### src/rtl/lut_unit.sv
`default_nettype none
// ============================================================================
// Module   : lut_unit
// Purpose  : Serially reloadable N_IN-input lookup table. Loads go into a
//            shadow table and are swapped in atomically on the final bit.
// Revision : 1.0 - initial release
// ============================================================================
module lut_unit #(
  parameter int N_IN = 2
) (
  input  logic            clk,
  input  logic            rst,
  input  logic            cfg_start,
  input  logic            cfg_valid,
  input  logic            cfg_bit,
  output logic            cfg_ready,
  output logic            cfg_done,
  input  logic            in_valid,
  input  logic [N_IN-1:0] in_sel,
  output logic            out_valid,
  output logic            out
);

  localparam int            DEPTH      = 2**N_IN;
  localparam logic [N_IN:0] c_LAST_IDX = (N_IN+1)'(DEPTH-1);
  localparam logic [N_IN:0] c_IDX_ONE  = (N_IN+1)'(1);

  typedef enum logic [0:0] {
    IDLE = 1'b0,
    LOAD = 1'b1
  } state_t;

  state_t           state_q, state_d;
  logic [N_IN:0]    idx_q, idx_d;
  logic [DEPTH-1:0] shadow_q, shadow_d;
  logic [DEPTH-1:0] active_q, active_d;
  logic             table_valid_q, table_valid_d;
  logic             cfg_done_q, cfg_done_d;
  logic             out_q, out_d;
  logic             out_valid_q, out_valid_d;

  logic [DEPTH-1:0] w_shadow_wr;
  logic             w_accept;
  logic             w_last;

  assign cfg_ready = (state_q == LOAD);
  // A start in the same cycle as a valid bit wins; that bit is dropped.
  assign w_accept  = cfg_valid & cfg_ready & ~cfg_start;
  assign w_last    = w_accept & (idx_q == c_LAST_IDX);

  always_comb begin
    w_shadow_wr = shadow_q;
    w_shadow_wr[idx_q[N_IN-1:0]] = cfg_bit;
  end

  always_comb begin
    state_d       = state_q;
    idx_d         = idx_q;
    shadow_d      = shadow_q;
    active_d      = active_q;
    table_valid_d = table_valid_q;
    cfg_done_d    = 1'b0;
    case (state_q)
      IDLE: begin
        if (cfg_start) begin
          state_d  = LOAD;
          idx_d    = '0;
          shadow_d = '0;
        end
      end
      LOAD: begin
        if (cfg_start) begin
          idx_d    = '0;
          shadow_d = '0;
        end else if (w_accept) begin
          shadow_d = w_shadow_wr;
          idx_d    = idx_q + c_IDX_ONE;
          if (w_last) begin
            // Final bit goes straight into the active copy on the same edge.
            active_d      = w_shadow_wr;
            table_valid_d = 1'b1;
            cfg_done_d    = 1'b1;
            state_d       = IDLE;
          end
        end
      end
      default: begin
        state_d = IDLE;
      end
    endcase
  end

  // Lookups read the registered table, so a same-edge swap is not yet visible.
  always_comb begin
    out_d       = out_q;
    out_valid_d = in_valid & table_valid_q;
    if (out_valid_d) begin
      out_d = active_q[in_sel];
    end
  end

  always_ff @(posedge clk) begin
    if (rst) begin
      state_q       <= IDLE;
      idx_q         <= '0;
      shadow_q      <= '0;
      active_q      <= '0;
      table_valid_q <= 1'b0;
      cfg_done_q    <= 1'b0;
      out_q         <= 1'b0;
      out_valid_q   <= 1'b0;
    end else begin
      state_q       <= state_d;
      idx_q         <= idx_d;
      shadow_q      <= shadow_d;
      active_q      <= active_d;
      table_valid_q <= table_valid_d;
      cfg_done_q    <= cfg_done_d;
      out_q         <= out_d;
      out_valid_q   <= out_valid_d;
    end
  end

  assign cfg_done  = cfg_done_q;
  assign out       = out_q;
  assign out_valid = out_valid_q;

endmodule
`default_nettype wire

### config.mk
export PLATFORM = sky130hd
export DESIGN_NAME = lut_unit
export DESIGN_NICKNAME = d
export VERILOG_FILES = /design/src/rtl/lut_unit.sv
export SDC_FILE = /design/constraint.sdc
export NUM_CORES = 1
export LEC_CHECK = 0
export BUFFER_PORTS_ARGS = -buffer_cell sky130_fd_sc_hd__buf_2
export CAP_MARGIN = 0
export CORE_MARGIN = 1.5
export CORE_UTILIZATION = 45
export DETAILED_ROUTE_END_ITERATION = 12
export GPL_TIMING_DRIVEN = 0
export PLACE_DENSITY_LB_ADDON = 0.12
export SYNTH_ARGS = -nofsm -noshare
export SYNTH_HDL_FRONTEND = slang
export SYNTH_SLANG_ARGS = --single-unit
export TNS_END_PERCENT = 1
### constraint.sdc
create_clock -name clk -period 2.9 [get_ports clk]
set_input_delay 0.87 -clock clk [delete_from_list [all_inputs] [get_ports clk]]
set_output_delay 0.87 -clock clk [all_outputs]
set_load 0.02 [all_outputs]
==> results of run 1 <==
## metrics by stage
step                hold WS, ns  setup slack, ns  util [%]  instances
floorplan                0.4461            1.284         -         76
global placement         0.4400            1.204     53.69        100
detailed placement       0.4470            1.196     53.69        100
CTS                      0.4600            1.245     55.14        103
global route             0.4854            1.205     55.14        103
finish                   0.4575            1.255     55.14        103
## synth_stat cells (3+ instances only)
master	instances	area, µm²
a21oi_1	4	20.02
buf_6	4	45.04
nor2_1	9	33.78
mux2i_1	8	80.08
dfxtp_1	16	320.3
nand3_1	6	30.03
a211oi_2	4	50.05
inv_1	3	11.26
ha_1	5	62.56
nor2_2	4	25.02
nand2_1	5	18.77
## flip-flops by register name, summed over array words and instances (netlist names)
signal         cells
active_q           4
shadow_q           4
idx_q              3
cfg_done           1
cfg_ready          1
out                1
out_valid          1
table_valid_q      1
## cell families after synthesis
group                    Yosys count
adder cells (fa/ha/maj)            5
buffers and inverters              9
flip-flops                        16
multiplexers                       9
XOR/XNOR                           1
AO/OA/AOI/OAI                      9
AND/OR/NAND/NOR                   27
## routing by layer
layer	vias up	track usage, %
li1	281	-
met1	244	17.59
met2	10	24.06
met3	2	7.347
met4	0	5.455
met5	-	0
## power by group through the flow
stage          sequential, mW  clock (mW)  combinational [mW]
3_5_place_dp            0.228           0              0.0322
2_1_floorplan           0.229           0              0.0227
3_3_place_gp            0.228           0              0.0319
6_report                0.223       0.115              0.0319
5_1_grt                 0.223       0.130              0.0353
4_1_cts                 0.223       0.120              0.0322
## area by class of cell
type | instances | area share [%]
inverter | 3 | 1.310
timing repair buffer | 8 | 4.658
tap | 16 | 2.329
multi-input combinational | 51 | 45.27
sequential | 16 | 37.26
clock buffer | 3 | 2.620
buffer | 6 | 6.550
## worst max path at each step
stage | slack (ns) | to | cells past startpoint | start
floorplan | 1.28 | idx_q[2] | 4 | rst
global placement | 1.20 | out | 4 | in_sel[0]
detailed placement | 1.20 | out | 4 | in_sel[0]
CTS | 1.25 | cfg_ready | 1 | cfg_ready
global route | 1.21 | cfg_ready | 1 | cfg_ready
finish | 1.25 | out | 1 | out
==> results by group, run 1 <==
Place
  • PortBufs: 8
  • Gpl congestion: 0.6573
  • DP Wirelength: approximately 870 µm
  • DP Area: ~840 µm²

Clock network
  • CTS root buf: clkbuf_4
  • Depth of the CTS H-tree: 1
  • CTS Sinks: 16
  • Post-CTS Setup Bufs: 0
  • Hold_buf cts: 0
  • Post-cts resize count: 0
  • CTS Buf Count: 3
  • CTS tree: yes
  • Clock buffer depth: 2
  • Reg clk slew, reported paths: about 0.090 ns
  • Later-pin clock latency in the skew report: ~0.29 ns

Setup path
  • CP max-delay cell: dfxtp_1
  • CP endpoint kind: output port
  • Crit Path Class: reg -> out
  • Reg2Reg Depth: 6
  • Max incr delay on CP: 0.33 ns
  • Worst flop-to-flop path startpoint: idx_q[1]
  • CP Buf/Inv Count: 1
  • Worst Path Max Fanout: 2
  • Crit path DAT: just under 0.8 ns
  • Required @ worst endpoint: roughly 2.0 ns
  • CP delay by family, top: flip-flops
  • Crit path launch type: flip-flop
  • Crit path cell chain: buf_2
  • Worst-case register-to-register setup slack: 1.41 ns
  • Critical R2R Capture: active_q[2]

Synth
  • Synthesized area: 777.0 µm²
  • Ys Warns: 0
  • Adder-cell area share of the yosys netlist: about 8.1%
  • Sequential area share after synthesis: roughly 41%
  • Number of synthesized flops with an enable pin: 0
  • Xor/xnor share of the synthesized area: under 10%
  • #FFs+latches synth: 16
  • Net Count, Synth: 89
  • Post-Synth Simple-Gate Area: between 15 and 20%
  • Post-synthesis compound-gate area fraction: a little over a tenth
  • Main combinational cell family by area after synthesis: simple AND/OR/NAND/NOR gates
  • Multiplexer share of the synthesized area: a little over an eighth
  • Netlist cell types: 19
  • Post-synth top flop: dfxtp_1
  • Synthesized area per cell: 10.22 µm²
  • Gate Count Post-Synth: 76
  • Ys async rst share: 0%

Cells and area
  • Storage cell area: approximately 320 µm²
  • Most common cell after layout, fill and taps aside: dfxtp_1
  • Share of cells above drive strength 1: 29.89%
  • Layout area overhead: 10.63%
  • Commonest non-fill, non-tap cells in the layout: dfxtp_1, nor2_1, mux2i_1, buf_2, nand3_1
  • Final Cell Area: about 860 µm²
  • Area of the multi-input gates: between 300 and 400 µm²
  • Fillers: ~150
  • NumNets Final: ~100
  • ANT cells: 0

Pwr
  • Switching share of power: a little under a quarter
  • VDD IR-drop max: between 0.0003 and 0.0004 V
  • Logic pwr share: 8.6%
  • Pwr Density: between 400 and 500 nW/µm²
  • Power share of the clock group: between 30% and 40%
  • Flop pwr share: around three fifths
  • Pint: 0.2840 mW
  • Leak pwr: around 0.35 nW
  • PnR Total Power: around 0.37 mW
  • Net Sw Power: roughly 0.086 mW

Timing
  • RSZ-0062 raised after global routing: false
  • Max-slew violations: 0
  • Peak Freq: just over 0.6 GHz
  • Fin crit share: between 50 and 60%
  • Fin. Hold Viols: 0
  • Final setup viols: 0
  • Tightest Pin Transition: around 0.3 ns
  • Final Skew: about 0.0058 ns
  • Setup TNS: 0 ns
  • Slew HR: approximately 80%
  • Post-route minimum period: between 1.5 and 2 ns

Route
  • Detailed Routing Iterations Pass 1: 3
  • Via/cell ratio: roughly 5.2
  • Met1 WL: 630 µm
  • WL/cell: ~12 µm
  • Top layer in use: met4
  • DRT antenna net count: 0
  • Vias after detailed routing: 537
  • Met3 WL: 60 µm
  • First DRT Iteration DRCs: 5
  • WL final: between 1000 and 1500 µm
  • WL met2: roughly 520 µm
  • Post-route DRC: 0

Floorplanning
  • Starting density of the core: about 50%
  • Die Y: roughly 45 µm
  • Core area: ~1600 µm²
  • Io pins: 12
  • Std cell rows: 14
  • Die ar.: between 1500 and 2000 µm²
  • DIE WIDTH: about 45 µm

Global routing
  • Largest net degree at the start of global routing: 11
  • All-layer global routing usage: between 10% and 20%
  • Vias in the first global route: 517
  • Overflow after GRT: 0
  • Antenna violations before repair: 0
  • First-pass GRT wire length: around 2100 µm

Min path
  • Hold_sp: out
  • Worst Hold Path Cells: 2
  • Hold Crit Endpoint: out
  • Worst Hold Class: reg -> reg

Job
  • Max-cap violation count: 0

Run status
  • Outcome: complete, no violations
No activity file was read; power rests on OpenSTA's default activity.
==> run 2: changes to the inputs <==
Settings changed: ABC_AREA set to 1.
Clock period 2.9 ns to 1.4 ns, I/O delays scaled along.
==> run 2 against run 1 <==
  * Wire length increased by 4.4%
  * Clock-buffer cell count is 1 higher
  * Via count increased by 17%
  * Critical path depth unchanged
  * Combinational power rose by 81%
  * Clock power grew to 2.6 times the previous value
  * Sequential power up 110%
  * Non-clock buffer count shrank 2
==> results by group, run 2 <==
Floorplanning
  • Std cell rows: 14 (unchanged)
  • Core area: 1524 µm² (-2.2%)
  • Starting density of the core: 49.18% (-0.66 points)
  • Die Y: 43.81 µm (-1.7%)
  • Io pins: 12 (unchanged)
  • DIE WIDTH: 43.81 µm (-1.7%)
  • Die ar.: 1919 µm² (-3.3%)

Pwr
  • Net Sw Power: 0.1815 mW (+110%)
  • Power share of the clock group: 36.4% (+5.3 points)
  • Pwr Density: 951.4 nW/µm² (+120%)
  • PnR Total Power: 0.8190 mW (+120%)
  • VDD IR-drop max: 0.0004499 V (+47%)
  • Switching share of power: 22.16% (-1.0 points)
  • Logic pwr share: 7.1% (-1.5 points)
  • Flop pwr share: 56.5% (-3.8 points)
  • Pint: 0.6375 mW (+120%)
  • Leak pwr: 0.4279 nW (+21%)

Timing
  • Max-slew violations: 0 (unchanged)
  • Peak Freq: 0.7817 GHz
  • Slew HR: 65.73% (-14 points)
  • Final Skew: 0.007523 ns (+0.001726 ns)
  • Post-route minimum period: roughly 1.3 ns
  • RSZ-0062 raised after global routing: false
  • Final setup viols: 0 (unchanged)
  • Fin crit share: approximately nine tenths
  • Tightest Pin Transition: 0.5141 ns (+0.2125 ns)
  • Setup TNS: 0 ns (unchanged)
  • Fin. Hold Viols: 0 (unchanged)

Route
  • DRT antenna net count: 0 (unchanged)
  • Detailed Routing Iterations Pass 1: 4 (+1)
  • First DRT Iteration DRCs: 6 (+1)
  • WL/cell: 9.712 µm (-19%)
  • Post-route DRC: 0 (unchanged)
  • WL met2: 649 µm (+24%)
  • Top layer in use: met4
  • Vias after detailed routing: 626 (+17%)
  • Via/cell ratio: 4.742 (-9.0%)
  • WL final: 1282 µm (+4.4%)
  • Met1 WL: 575 µm (-8.7%)
  • Met3 WL: 47 µm (-22%)

Global routing
  • Antenna violations before repair: 0 (unchanged)
  • All-layer global routing usage: 15.72% (+0.57 points)
  • First-pass GRT wire length: 2235 µm (+4.8%)
  • Largest net degree at the start of global routing: 11 (unchanged)
  • Overflow after GRT: 0 (unchanged)
  • Vias in the first global route: 547 (+5.8%)

Synth
  • Netlist cell types: 14 (-5)
  • Ys Warns: 0 (unchanged)
  • Post-synth top flop: dfxtp_1
  • Area share of the largest cell type after synthesis: 42.74% (+1.5 points)
  • Synthesized area per cell: 7.420 µm² (-27%)
  • #FFs+latches synth: 16 (unchanged)
  • Sequential area share after synthesis: 42.74% (+1.5 points)
  • Leading area contributor after synthesis: dfxtp_1
  • Number of synthesized flops with an enable pin: 0 (unchanged)
  • Count leader, synth: nand2_1
  • Ys async rst share: 0% (unchanged)
  • Synthesized area: 749.5 µm² (-3.5%)
  • Commonest cells in the netlist: nand2_1, inv_1, dfxtp_1, a21oi_1, nand3_1
  • Net Count, Synth: 114 (+28%)
  • Gate Count Post-Synth: 101 (+33%)
  • Largest cells by area after synthesis: dfxtp_1, nand2_1, inv_1, ha_1, a21oi_1

Setup path
  • Crit path cell chain: buf_2
  • Max incr delay on CP: 0.39 ns (+0.06 ns)
  • Required @ worst endpoint: 0.98 ns (-1.05 ns)
  • Worst Path Max Fanout: 4 (+2)
  • Crit path launch type: flip-flop
  • CP max-delay cell: dfxtp_1
  • CP Buf/Inv Count: 1 (unchanged)
  • Crit Path Class: reg -> out
  • Worst-case register-to-register setup slack: 0.19 ns (-1.22 ns)
  • CP endpoint kind: output port
  • CP delay by family, top: flip-flops
  • Crit path DAT: 0.86 ns (+0.08 ns)

Clock network
  • CTS Buf Count: 3 (unchanged)
  • Later-pin clock latency in the skew report: 0.28 ns (about the same)
  • Hold_buf cts: 0 (unchanged)
  • Depth of the CTS H-tree: 1 (unchanged)
  • CTS root buf: clkbuf_4
  • CTS tree: yes
  • Post-CTS Setup Bufs: 0 (unchanged)
  • CTS Sinks: 16 (unchanged)
  • Reg clk slew, reported paths: 0.10 ns (about the same)
  • Clock buffer depth: 2 (unchanged)
  • Post-cts resize count: 0 (unchanged)

Cells and area
  • Largest registers: active_q (4), shadow_q (4), idx_q (3)
  • Most common cell after layout, fill and taps aside: nand2_1
  • Layout area overhead: 14.86%
  • NumNets Final: 130 (+27%)
  • Final Non-Filler Cells: 132 (+28%)
  • ANT cells: 0 (unchanged)
  • Commonest non-fill, non-tap cells in the layout: nand2_1, inv_1, dfxtp_1, buf_2
  • Share of cells above drive strength 1: 17.24% (-13 points)

Min path
  • Worst Hold Class: in -> reg

Place
  • PortBufs: 11 (+3)
  • DP Wirelength: 1017 µm (+17%)
  • Inst Count DP: 128 (+28%)
  • Gpl congestion: 0.7083 (+7.8%)

Run status
  • Outcome: complete, no violations

Job
  • Max-cap violation count: 0 (unchanged)
-- run 2: changes by cell type after synthesis, sizes merged, moves of 3 or more --
| cell | previous run | this run |
|---|---|---|
| nand2 | 5 | 33 |
| inv | 3 | 18 |
| mux2i | 8 | 0 |
| nor2 | 13 | 7 |
| o21ai | 0 | 6 |
| buf | 6 | 1 |
| a211oi | 4 | 0 |
| a21oi | 4 | 7 |
-- run 2: worst paths after layout --
check / start / end / cells after the start
max: cfg_ready / cfg_ready / 1
min: rst / cfg_done / 2
max reg2reg: idx_q[0] / shadow_q[2] / 5
min reg2reg: table_valid_q / out_valid / 2
-- run 2: layout make-up --
type                       instances  area (µm²)
buffer                             1       7.507
clock buffer                       4       36.28
fill                             157       663.1
inverter                          18       67.56
multi-input combinational         66       354.1
sequential                        16       320.3
tap                               16       20.02
timing repair buffer              11       55.05
-- run 2: through the flow --
stage          worst slack [ns]  area [µm²]  hold slack, ns  utilization, %
2_1_floorplan            0.3023       749.5          0.4281               -
3_3_place_gp             0.1030       824.5          0.4477           54.11
3_5_place_dp            0.08695       824.5          0.4458           54.11
4_1_cts                  0.1106       860.8          0.3663           56.49
5_1_grt                0.006771       860.8          0.3606           56.49
6_report                 0.1207       860.8          0.3728           56.49
-- run 2: power by group through the flow --
stage          combinational, mW  sequential [mW]  clock [mW]
4_1_cts                   0.0590            0.463       0.314
3_5_place_dp              0.0587            0.473           0
6_report                  0.0577            0.463       0.299
5_1_grt                   0.0659            0.464       0.334
2_1_floorplan             0.0304            0.475           0
3_3_place_gp              0.0574            0.473           0
-- run 2: logic make-up after synthesis --
logic type / Yosys count / synth area share [%]
buffers and inverters: 19 / 10.02
DFF: 16 / 42.74
AOI/OAI and AO/OA: 14 / 9.683
and+or+nand+nor: 47 / 29.22
adders and majority gates: 5 / 8.347
-- run 2: metal layers --
layer / up-vias / global-route usage (%)
met5: - / 0
met4: 0 / 5.455
met3: 2 / 3.750
met2: 10 / 27.65
met1: 272 / 18.49
li1: 342 / -
==> run 3: changes to the inputs <==
Settings changed: PLACE_DENSITY set to 0.68, PLACE_DENSITY_LB_ADDON 0.12 to unset.
==> run 3 against run 2 <==
  * Cell count is the same
  * Critical path depth is the same
  * Core utilization is the same
  * Clock power grew 3%
  * Sequential power is essentially flat
  * Clock-buffer cell count is the same
  * Non-clock buffer count is the same
  * Critical path type unchanged
  * Combinational power grew 2%
  * Die area is the same
  * Global-route usage grew 0.95 points
  * Critical endpoint unchanged
  * Clock skew shrank 0.0015 ns
  * First-iteration DRC count grew 120%
==> results by group, run 3 (synthesis gave the netlist of run 2 again) <==
Clock network
  • CTS Buf Count: 3 (unchanged)
  • Post-cts resize count: 0 (unchanged)
  • Depth of the CTS H-tree: 1 (unchanged)
  • Hold_buf cts: 0 (unchanged)
  • Later-pin clock latency in the skew report: 0.29 ns (about the same)
  • CTS tree: yes
  • CTS root buf: clkbuf_4
  • Post-CTS Setup Bufs: 0 (unchanged)
  • Clock buffer depth: 2 (unchanged)
  • CTS Sinks: 16 (unchanged)
  • Reg clk slew, reported paths: 0.10 ns (about the same)

Setup path
  • CP Buf/Inv Count: 1 (unchanged)
  • CP delay by family, top: flip-flops
  • Critical R2R Capture: shadow_q[2]
  • Crit path DAT: 0.87 ns (about the same)
  • CP max-delay cell: dfxtp_1
  • Required @ worst endpoint: 0.98 ns (about the same)
  • Worst-case register-to-register setup slack: 0.19 ns (about the same)
  • Critical Path Sink: cfg_ready
  • Reg2Reg Depth: 5 (unchanged)
  • Stages on worst setup path: 1 (unchanged)
  • Worst flop-to-flop path startpoint: idx_q[0]
  • Crit path cell chain: buf_2
  • Crit Path Class: reg -> out
  • Max incr delay on CP: 0.39 ns (about the same)
  • Crit path launch type: flip-flop
  • Worst Path Max Fanout: 4 (unchanged)
  • Crit. Startpoint: cfg_ready
  • CP endpoint kind: output port

Floorplanning
  • Core area: 1524 µm² (unchanged)
  • Io pins: 12 (unchanged)
  • Die ar.: 1919 µm² (unchanged)
  • Std cell rows: 14 (unchanged)
  • DIE WIDTH: 43.81 µm (unchanged)
  • Die Y: 43.81 µm (unchanged)
  • Starting density of the core: 49.18% (unchanged)

Timing
  • Peak Freq: 0.7734 GHz (-1.1%)
  • Post-route minimum period: 1.293 ns (+0.01370 ns)
  • Max-slew violations: 0 (unchanged)
  • Setup TNS: 0 ns (unchanged)
  • Final Skew: 0.006057 ns (-0.001466 ns)
  • Fin crit share: 92.36% (+0.98 points)
  • Final setup viols: 0 (unchanged)
  • Slew HR: 64.48% (-1.2 points)
  • Fin. Hold Viols: 0 (unchanged)
  • Tightest Pin Transition: 0.5328 ns (+0.01868 ns)
  • RSZ-0062 raised after global routing: false

Route
  • Via/cell ratio: 4.833 (+1.9%)
  • Detailed Routing Iterations Pass 1: 5 (+1)
  • WL final: 1353 µm (+5.5%)
  • Vias after detailed routing: 638 (+1.9%)
  • Post-route DRC: 0 (unchanged)
  • DRT antenna net count: 0 (unchanged)
  • WL/cell: 10.25 µm (+5.5%)
  • First DRT Iteration DRCs: 13 (+7)

Min path
  • Worst Hold Class: in -> reg
  • Worst Hold Path Cells: 3 (+1)

Global routing
  • Antenna violations before repair: 0 (unchanged)
  • Largest net degree at the start of global routing: 11 (unchanged)
  • Overflow after GRT: 0 (unchanged)
  • Vias in the first global route: 556 (+1.6%)
  • First-pass GRT wire length: 2263 µm (+1.3%)
  • All-layer global routing usage: 16.67% (+0.95 points)

Job
  • Max-cap violation count: 0 (unchanged)

Place
  • Gpl congestion: 0.7141 (+0.82%)
  • DP Wirelength: 1021 µm (+0.45%)
  • PortBufs: 11 (unchanged)

Cells and area
  • Commonest non-fill, non-tap cells in the layout: nand2_1, inv_1, dfxtp_1, buf_2
  • Layout area overhead: 14.86% (unchanged)
  • ANT cells: 0 (unchanged)
  • Share of cells above drive strength 1: 17.24% (unchanged)
  • Most common cell after layout, fill and taps aside: nand2_1
  • Largest registers: active_q (4), shadow_q (4), idx_q (3)
  • NumNets Final: 130 (unchanged)

Run status
  • Outcome: complete, no violations

Pwr
  • Leak pwr: 0.4279 nW (unchanged)
  • VDD IR-drop max: 0.0008626 V (+92%)
  • Pwr Density: 962.4 nW/µm² (+1.1%)
  • PnR Total Power: 0.8284 mW (+1.1%)
run 3: cell counts in the layout (fill, tap and decap cells not counted):
No cell type changed its count.
run 3: metrics by stage:
stage | instances | cell area, µm² | utilization (%) | hold slack (ns) | worst slack, ns
floorplan | 101 | 749.5 | - | 0.4281 | 0.3023
global placement | 128 | 824.5 | 54.11 | 0.4491 | 0.08920
detailed placement | 128 | 824.5 | 54.11 | 0.4538 | 0.05103
CTS | 132 | 860.8 | 56.49 | 0.3622 | 0.09665
global route | 132 | 860.8 | 56.49 | 0.3715 | 0.04980
finish | 132 | 860.8 | 56.49 | 0.3706 | 0.1070
run 3: cell type report:
cell class / instances / area (µm²)
Buffer: 1 / 7.507
Clock buffer: 4 / 36.28
Fill cell: 156 / 663.1
Inverter: 18 / 67.56
Multi-Input combinational cell: 66 / 354.1
Sequential cell: 16 / 320.3
Tap cell: 16 / 20.02
Timing Repair Buffer: 11 / 55.05
run 3: tightest hold or removal path, cell delays in order:
cell and delay, ns:
buf_2 0.08, nand2_1 0.06, nor2_1 0.07
run 3: worst min-delay path by stage:
| stage | from | end |
|---|---|---|
| floorplan | table_valid_q | table_valid_q |
| global placement | table_valid_q | table_valid_q |
| detailed placement | table_valid_q | out_valid |
| CTS | in_valid | out_valid |
| global route | rst | cfg_done |
| finish | in_valid | out_valid |
run 3: power breakdown:
| group | internal [mW] | leakage, nW | switching, mW |
|---|---|---|---|
| clock | 0.159 | 0.0210 | 0.148 |
| combinational | 0.0207 | 0.278 | 0.0380 |
| sequential | 0.459 | 0.129 | 0.00404 |
run 3: layer usage:
| layer | global-route usage, % | share of wire (%) |
|---|---|---|
| met5 | 0 | 0 |
| met2 | 27.65 | 48 |
| met4 | 7.273 | 1.6 |
| met1 | 18.21 | 45 |
| met3 | 7.500 | 5.0 |
